===== src/rtl/lstm_gate_sequencer.sv =====
// Sequencer for the LSTM MAC datapath: runs NUM_GATES gate passes of ROWS rows each and
// writes every row result to the result buffer. Optional watchdog under `LSTM_SEQ_TIMEOUT_EN.
module lstm_gate_sequencer #(
    parameter int NUM_GATES = 4,
    parameter int ROWS      = 16,
    parameter int ADDR_W    = 12,
    parameter int DATA_W    = 19,
    parameter int W_STRIDE  = 512,
    parameter int TMO_CYC   = 1024
) (
    input  logic              clk,
    input  logic              reset_b,
    input  logic              start,
    output logic              busy,
    output logic              done,
    output logic              mac_busy,
    output logic              mac_clear,
    output logic [1:0]        gate_sel,
    output logic [ADDR_W-1:0] w_base_addr,
    input  logic              mac_row_done,
    input  logic [DATA_W-1:0] mac_g_out,
    output logic              res_wr_en,
    output logic [ADDR_W-1:0] res_wr_addr,
    output logic [DATA_W-1:0] res_wr_data,
    output logic              err
);

    localparam int                ROW_W     = (ROWS > 1) ? $clog2(ROWS) : 1;
    localparam logic [1:0]        LAST_GATE = 2'(NUM_GATES - 1);
    localparam logic [ROW_W-1:0]  LAST_ROW  = ROW_W'(ROWS - 1);
    localparam logic [ADDR_W-1:0] ROWS_A    = ADDR_W'(ROWS);
    localparam logic [ADDR_W-1:0] STRIDE_A  = ADDR_W'(W_STRIDE);

    typedef enum logic [2:0] {
        S_IDLE,
        S_LAUNCH,
        S_RUN,
        S_WRITE,
        S_CLEAR,
        S_DONE
    } state_t;

    state_t            state;
    logic [ROW_W-1:0]  row;
    logic              row_done_q;
    logic              row_done_qq;
    logic [DATA_W-1:0] g_q;
    logic              row_edge;

    // Edge is taken between the two registered copies, so a level already high on RUN entry never counts.
    assign row_edge = row_done_q & ~row_done_qq;

`ifdef LSTM_SEQ_TIMEOUT_EN
    localparam int TMO_W = $clog2(TMO_CYC + 1);
    logic [TMO_W-1:0] tmo_cnt;
`else
    assign err = 1'b0;
`endif

    always_ff @(posedge clk or negedge reset_b) begin
        if (!reset_b) begin
            state       <= S_IDLE;
            row         <= '0;
            row_done_q  <= 1'b0;
            row_done_qq <= 1'b0;
            g_q         <= '0;
            busy        <= 1'b0;
            done        <= 1'b0;
            mac_busy    <= 1'b0;
            mac_clear   <= 1'b0;
            gate_sel    <= '0;
            w_base_addr <= '0;
            res_wr_en   <= 1'b0;
            res_wr_addr <= '0;
            res_wr_data <= '0;
`ifdef LSTM_SEQ_TIMEOUT_EN
            err         <= 1'b0;
            tmo_cnt     <= '0;
`endif
        end else begin
            row_done_q  <= mac_row_done;
            row_done_qq <= row_done_q;
            g_q         <= mac_g_out;
            res_wr_en   <= 1'b0;
            mac_clear   <= 1'b0;
            done        <= 1'b0;
`ifdef LSTM_SEQ_TIMEOUT_EN
            tmo_cnt     <= '0;
`endif
            case (state)
                S_IDLE: begin
                    if (start) begin
                        state       <= S_LAUNCH;
                        busy        <= 1'b1;
                        gate_sel    <= '0;
                        row         <= '0;
                        w_base_addr <= '0;
`ifdef LSTM_SEQ_TIMEOUT_EN
                        err         <= 1'b0;
`endif
                    end
                end
                S_LAUNCH: begin
                    mac_busy <= 1'b1;
                    state    <= S_RUN;
                end
                S_RUN: begin
                    if (row_edge) begin
                        res_wr_en   <= 1'b1;
                        res_wr_addr <= ADDR_W'(gate_sel) * ROWS_A + ADDR_W'(row);
                        res_wr_data <= g_q;
                        state       <= S_WRITE;
                    end
`ifdef LSTM_SEQ_TIMEOUT_EN
                    else if (tmo_cnt == TMO_W'(TMO_CYC - 1)) begin
                        // Abandon the job through CLEAR so the engine still sees its clear pulse.
                        err       <= 1'b1;
                        mac_busy  <= 1'b0;
                        mac_clear <= 1'b1;
                        state     <= S_CLEAR;
                    end else begin
                        tmo_cnt <= tmo_cnt + TMO_W'(1);
                    end
`endif
                end
                S_WRITE: begin
                    if (row == LAST_ROW) begin
                        mac_busy  <= 1'b0;
                        mac_clear <= 1'b1;
                        state     <= S_CLEAR;
                    end else begin
                        row   <= row + ROW_W'(1);
                        state <= S_RUN;
                    end
                end
                S_CLEAR: begin
                    row <= '0;
`ifdef LSTM_SEQ_TIMEOUT_EN
                    if (gate_sel == LAST_GATE || err) begin
`else
                    if (gate_sel == LAST_GATE) begin
`endif
                        done  <= 1'b1;
                        state <= S_DONE;
                    end else begin
                        gate_sel    <= gate_sel + 2'd1;
                        w_base_addr <= ADDR_W'(gate_sel + 2'd1) * STRIDE_A;
                        state       <= S_LAUNCH;
                    end
                end
                S_DONE: begin
                    busy  <= 1'b0;
                    state <= S_IDLE;
                end
                default: state <= S_IDLE;
            endcase
        end
    end

endmodule


===== config.mk =====
export PLATFORM = sky130hd
export DESIGN_NAME = lstm_gate_sequencer
export DESIGN_NICKNAME = d
export VERILOG_FILES = /design/src/rtl/lstm_gate_sequencer.sv
export SDC_FILE = /design/constraint.sdc
export NUM_CORES = 1
export LEC_CHECK = 0
export CAP_MARGIN = 10
export CORE_MARGIN = 1.5
export CORE_UTILIZATION = 49
export CTS_BUF_LIST = sky130_fd_sc_hd__clkbuf_16
export DETAILED_ROUTE_END_ITERATION = 12
export PLACE_DENSITY = 0.84
export SLEW_MARGIN = 25
export SYNTH_ARGS = -nofsm -noshare
export SYNTH_HDL_FRONTEND = slang
export SYNTH_SLANG_ARGS = --single-unit
export TNS_END_PERCENT = 50

===== constraint.sdc =====
create_clock -name clk -period 2.8 [get_ports clk]
set_input_delay 0.28 -clock clk [delete_from_list [all_inputs] [get_ports clk]]
set_output_delay 0.28 -clock clk [all_outputs]
set_load 0.02 [all_outputs]

==> metrics.md, run 1 <==
| Metric | Value |
|---|---|
| Status | `complete, but fails checks` |
| Failing checks | `design-rule violations` |
| Pwr Density | `1017 mW/mm^2` |
| RePlAce Congestion | `0.7902` |
| Area delta synth->final | `36.92%` |
| Clock transition at path regs | `0.05 ns` |
| Tcrit/Tclk final | `62.75%` |
| Arrival @ worst endpoint | `1.48 ns` |
| H-tree depth | `3` |
| Design area | `0.003164 mm^2` |
| Initial DRT Pass Iterations | `8` |
| Post-Route Skew | `0.007932 ns` |
| Cts repair resizes | `0` |
| Fin nets | `244` |
| Register area | `0.001526 mm^2` |
| Number of antenna violations at the first check in global routing | `0` |
| Routed WL | `4.152 mm` |
| Cts bufs inserted | `9` |
| Total power | `3.218 mW` |
| DIE AREA | `0.005137 mm^2` |
| Ys async rst share | `100.0%` |
| Core box area | `0.004444 mm^2` |
| CTS tree | `built` |
| Sum Neg Setup Slack | `0 ns` |
| DRT iter0 DRCs | `90` |
| Vias in the first global route | `1438` |
| Post-detail-place hpwl | `2.659 mm` |
| Highest ir drop seen on vdd | `0.5501 mV` |
| Synthesized area per cell | `14.91 um^2` |
| Lkg Pwr | `1.448 nW` |
| Chip height | `71.68 um` |
| IO Port Bufs | `57` |
| Crit. End Element | `output pin` |
| CP delay by family, top | `buffers and inverters` |
| Vias post-DR | `1389` |
| Cells after synthesis | `155` |
| Layout cells sized above 1 | `11.16%` |
| Vias/cell | `5.033` |
| Row cnt | `24` |
| Clock Path Buffers | `2` |
| Clock Latency Late Sink | `0.32 ns` |
| # diodes | `0` |
| Mapped Area | `0.002311 mm^2` |
| Sequential area share after synthesis | `66.05%` |
| Critical Path RT | `2.52 ns` |
| Min cycle time layout | `1.757 ns` |
| Gr ovfl total | `0` |
| Largest net degree at the start of global routing | `27` |
| Sink Count | `61` |
| First-pass GRT wire length | `6.927 mm` |
| Min-Delay Path Class | `input port to flip-flop` |
| Top_reg_cell synth | `dfrtp_1` |
| Warnings from Yosys | `0` |
| Final ANT Viol Nets | `0` |
| Bufs and invs on worst path | `1` |
| Die Wd | `71.68 um` |
| # Post-CTS Setup Buffers | `0` |
| Placed Area | `0.002846 mm^2` |
| Most frequent cell after synthesis | `dfrtp_1` |
| RSZ-0062 raised after global routing | `false` |
| Io pins | `74` |
| Initial core utilization | `52.00%` |
| GRT Overall Usage | `18.15%` |
| DRC | `6` |
| Routed len/inst | `15.04 um` |
| Finish-stage setup viols | `0` |
| Commonest cells in the netlist | `dfrtp_1, mux2_1, buf_4, nand2_1, a21oi_1` |
| Register bit total from synthesis | `61` |
| # fillers | `320` |
| Leading area contributor after synthesis | `dfrtp_1` |
| Slowest stage delay, CP | `0.66 ns` |
| Reg2reg setup slack | `1.09 ns` |
| Hold buffers post-CTS | `1` |
| Nature of the critical path startpoint | `flip-flop` |
| Top post-synthesis cells by area | `dfrtp_1, mux2_1, buf_4` |
| Final Hold Vio Count | `0` |
| CP max-delay cell | `clkdlybuf4s50_1` |
| EDFF count, synth | `0` |
| Worst-path maximum fanout | `7` |
| CP Class | `flip-flop to output pin` |
| Root buffer cell | `clkbuf_16` |
| Synth cell types | `36` |
| Cells along the critical path | `clkdlybuf4s50_1` |
| Fmax | `0.5692 GHz` |
| Multi-input logic area | `663.1 um^2` |
| Final-report max-slew violation count | `0` |
| Yosys top cell area share | `66.05%` |
| Maxcap violations | `0` |
flip-flops by register name (all words and copies together), names as in the netlist:
register	flops
res_wr_en	1
row_done_qq	1
row_done_q	1
mac_clear	1
g_q	19
state	3
done	1
res_wr_data	19
res_wr_addr	6
mac_busy	1
gate_sel	1
row	4
busy	1
w_base_addr	2
cell usage in the layout (no fill, tap or decap), types with 2 or more instances in the layout:
master,Yosys,layout
conb_1,1,16
inv_1,2,4
a21oi_1,4,4
dfrtp_1,61,61
o21ai_0,3,3
a22o_1,2,2
and3_1,2,2
mux2_1,22,22
mux2_2,3,3
nand2_1,6,6
mux2i_1,2,2
clkinv_1,0,2
buf_4,18,2
bufinv_16,0,2
nor2_1,3,3
clkdlybuf4s50_1,0,56
ha_1,2,2
clkbuf_16,0,9
nand3_1,2,2
routing by layer:
layer	GRT usage, %	wire length, um
met5	0	0
met4	8.176	79
met2	27.98	2008
met3	6.188	252
met1	23.37	1811
cell families (layout without fill, tap and decap cells):
group           Yosys count  in the layout  synth area share, %
compound gates           18             18                5.198
buf+inv                  25             79                7.688
flops                    61             61                66.05
fa+ha+maj                 2              2                1.083
simple gates             21             21                6.768
mux                      27             27                13.05
other cells               1             16               0.1623
per-stage QoR:
stage               hold slack (ns)  cells  utilization [%]  worst slack [ns]
floorplan                  -0.01559    170                -             1.437
global placement             0.2408    259            64.05             1.132
detailed placement           0.2527    259            64.05             1.081
CTS                          0.3892    276            71.20             1.029
global route                 0.3875    276            71.20            0.9790
finish                       0.3994    276            71.20             1.043
power breakdown:
part	internal [mW]	leakage [nW]	switching (mW)	total [mW]
clock network	0.764	0.153	0.356	1.12
logic	0.441	0.561	0.426	0.866
registers	1.09	0.734	0.141	1.23
total	2.30	1.45	0.923	3.22
area by class of cell:
cell class	count	area share, %
flip-flops and latches	61	48.24
multi-input cells	84	20.96
repair buffers	60	18.66
clock buffers	9	7.117
clock inverters	7	2.610
well taps	52	2.056
inverters	3	0.3559
path summary, 6_finish.rpt:
kind	from	endpoint	cells past startpoint
min reg2reg	row_done_q$_DFF_PN0_	row_done_qq$_DFF_PN0_	0
max reg2reg	state[2]$_DFFE_PN0P_	res_wr_data[17]$_DFFE_PN0P_	3
min in group asynchronous	reset_b	res_wr_data[16]$_DFFE_PN0P_	2
min	mac_g_out[13]	g_q[13]$_DFF_PN0_	1
max in group asynchronous	reset_b	done$_DFF_PN0_	3
max	gate_sel[0]$_DFFE_PN0P_	w_base_addr[9]	1
Note: power is estimated with default switching activity, not from simulation.
==> run 2: changes to the inputs <==
- CORE_UTILIZATION: 49 -> 45
- PLACE_DENSITY: 0.84 -> 0.78
- clock period: 2.8 -> 1.7 ns (I/O delays scaled with it)
==> metrics.md, run 2 (same netlist as run 1, synthesis figures left out) <==
| Metric | Value |
|---|---|
| H-tree depth | `3 (unchanged)` |
| Crit. End Element | `output pin` |
| Largest net degree at the start of global routing | `35 (+30%)` |
| Initial core utilization | `47.66% (-4.3 points)` |
| Largest registers | `g_q x19, res_wr_data x19, res_wr_addr x6` |
| Setup ws final | `0.08464 ns (-0.9585 ns)` |
| Area delta synth->final | `39.47%` |
| Finish-stage setup viols | `0 (unchanged)` |
| RSZ-0062 raised after global routing | `false` |
| Routed WL | `3.786 mm (-8.8%)` |
| Lkg Pwr | `1.467 nW (+1.3%)` |
| Clock Latency Late Sink | `0.32 ns (about the same)` |
| Chip height | `74.66 um (+4.2%)` |
| Nature of the critical path startpoint | `flip-flop` |
| Sequential power share | `38.1% (-0.2 points)` |
| Clock transition at path regs | `0.05 ns (about the same)` |
| DRC | `0 (-6)` |
| Clock Path Buffers | `2 (unchanged)` |
| Cts bufs inserted | `9 (unchanged)` |
| Layout cells sized above 1 | `11.95% (+0.79 points)` |
| Net Switching | `1.470 mW (+59%)` |
| Non-Filler Instances | `293 (+6.2%)` |
| Bufs and invs on worst path | `1 (unchanged)` |
| CP Class | `flip-flop to output pin` |
| Core box area | `0.004848 mm^2 (+9.1%)` |
| CTS tree | `built` |
| Sink Count | `61 (unchanged)` |
| Switch share | `27.90% (-0.77 points)` |
| Clk network pwr share | `34.6% (-0.2 points)` |
| GRT Overall Usage | `15.61% (-2.5 points)` |
| CP max-delay cell | `clkdlybuf4s50_1` |
| Final-report max-slew violation count | `0 (unchanged)` |
| RePlAce Congestion | `0.8097 (+2.5%)` |
| Die Wd | `74.66 um (+4.2%)` |
| Comb power frac | `27.3% (+0.4 points)` |
| First-pass GRT wire length | `6.182 mm (-11%)` |
| Slew HR | `57.99%` |
| Vias/cell | `4.573 (-9.1%)` |
| Io pins | `74 (unchanged)` |
| Number of antenna violations at the first check in global routing | `0 (unchanged)` |
| Place WS | `0.1410 ns (-0.9401 ns)` |
| Critical Path RT | `1.53 ns (-0.99 ns)` |
| Int Pwr | `3.798 mW (+65%)` |
| Slowest stage delay, CP | `0.65 ns (about the same)` |
| Highest ir drop seen on vdd | `1.052 mV (+91%)` |
| Min-Delay Path Class | `input port to flip-flop` |
| Tcrit/Tclk final | `95.02%` |
| Root buffer cell | `clkbuf_16` |
| Sum Neg Setup Slack | `0 ns (unchanged)` |
| # diodes | `0 (unchanged)` |
| Vias in the first global route | `1354 (-5.8%)` |
| Min cycle time layout | `1.615 ns` |
| Arrival @ worst endpoint | `1.45 ns (-0.03 ns)` |
| Maxcap violations | `0 (unchanged)` |
| Pwr Density | `1634 mW/mm^2 (+61%)` |
| Status | `finished, final reports clean` |
| Worst-path maximum fanout | `7 (unchanged)` |
| Final ANT Viol Nets | `0 (unchanged)` |
| Gr ovfl total | `0 (unchanged)` |
| CP delay by family, top | `buffers and inverters` |
| Fmax | `0.6191 GHz` |
| Routed len/inst | `12.92 um (-14%)` |
| Vias post-DR | `1340 (-3.5%)` |
| DRT iter0 DRCs | `49 (-46%)` |
| Commonest non-fill, non-tap cell in the layout | `dfrtp_1` |
| IO Port Bufs | `57 (unchanged)` |
| Worst Tran Pin Value | `0.6301 ns` |
| Row cnt | `25 (+4.2%)` |
| DIE AREA | `0.005574 mm^2 (+8.5%)` |
| Total power | `5.268 mW (+64%)` |
| Initial DRT Pass Iterations | `4 (-4)` |
| Cells along the critical path | `clkdlybuf4s50_1` |
| Post-detail-place hpwl | `2.692 mm (+1.3%)` |
| Post-Place Cells | `276 (+6.6%)` |
| Fin nets | `246 (+0.82%)` |
| # Post-CTS Setup Buffers | `0 (unchanged)` |
| # fillers | `384 (+20%)` |
| Final Hold Vio Count | `0 (unchanged)` |
| Hold_ws | `0.2915 ns (-0.1079 ns)` |
| Post-Route Skew | `0.004632 ns (-0.003300 ns)` |
| Commonest cells after routing, fill and taps aside | `dfrtp_1, clkdlybuf4s50_1, mux2_1` |
-- run 2: area by class of cell --
class                           instances  area (um^2)  share of cell area (%)
Sequential cell                        61         1526                   47.36
Multi-Input combinational cell         84        663.1                   20.57
Timing Repair Buffer                   62        630.6                   19.57
Clock buffer                            9        225.2                   6.988
Tap cell                               67        83.83                   2.601
Clock inverter                          7        82.58                   2.562
Inverter                                3        11.26                  0.3494
-- run 2: per-stage QoR --
step / util (%) / instance area, um^2
floorplan: - / 2367
global placement: 59.92 / 2905
detailed placement: 59.92 / 2905
global route: 66.48 / 3223
finish: 66.48 / 3223
CTS: 66.48 / 3223
-- run 2: worst paths after layout --
kind	end	slack (ns)	start	cells after the start
worst min-delay path	g_q[14]$_DFF_PN0_	0.29	mac_g_out[14]	1
min in group asynchronous	row_done_q$_DFF_PN0_	0.44	reset_b	2
worst max-delay path	w_base_addr[9]	0.08	gate_sel[0]$_DFFE_PN0P_	1
worst max register to register	res_wr_addr[5]$_DFFE_PN0P_	0.17	state[1]$_DFFE_PN0P_	4
worst min register to register	row_done_qq$_DFF_PN0_	0.44	row_done_q$_DFF_PN0_	0
max in group asynchronous	state[1]$_DFFE_PN0P_	0.66	reset_b	3
-- run 2: power groups by stage --
stage	clock (mW)	combinational (mW)	sequential (mW)
floorplan	0	0.454	2.33
global placement	0	1.41	2.03
detailed placement	0	1.45	2.03
CTS	1.86	1.46	2.01
global route	1.92	1.55	2.06
finish	1.82	1.44	2.01
-- run 2: repair_timing --
action / CTS / global route
hold endpoints to repair: 27 / 0
gates resized for setup: 0 / 0
setup endpoints to repair: 0 / 0
hold buffers: 1 / 0
-- run 2: routing by layer --
layer	up-vias	global-route usage [%]	wire, um
met2	49	23.31	1805
met3	5	7.229	263
met5	-	0	0
met4	0	8.485	44
li1	636	-	-
met1	650	18.91	1674
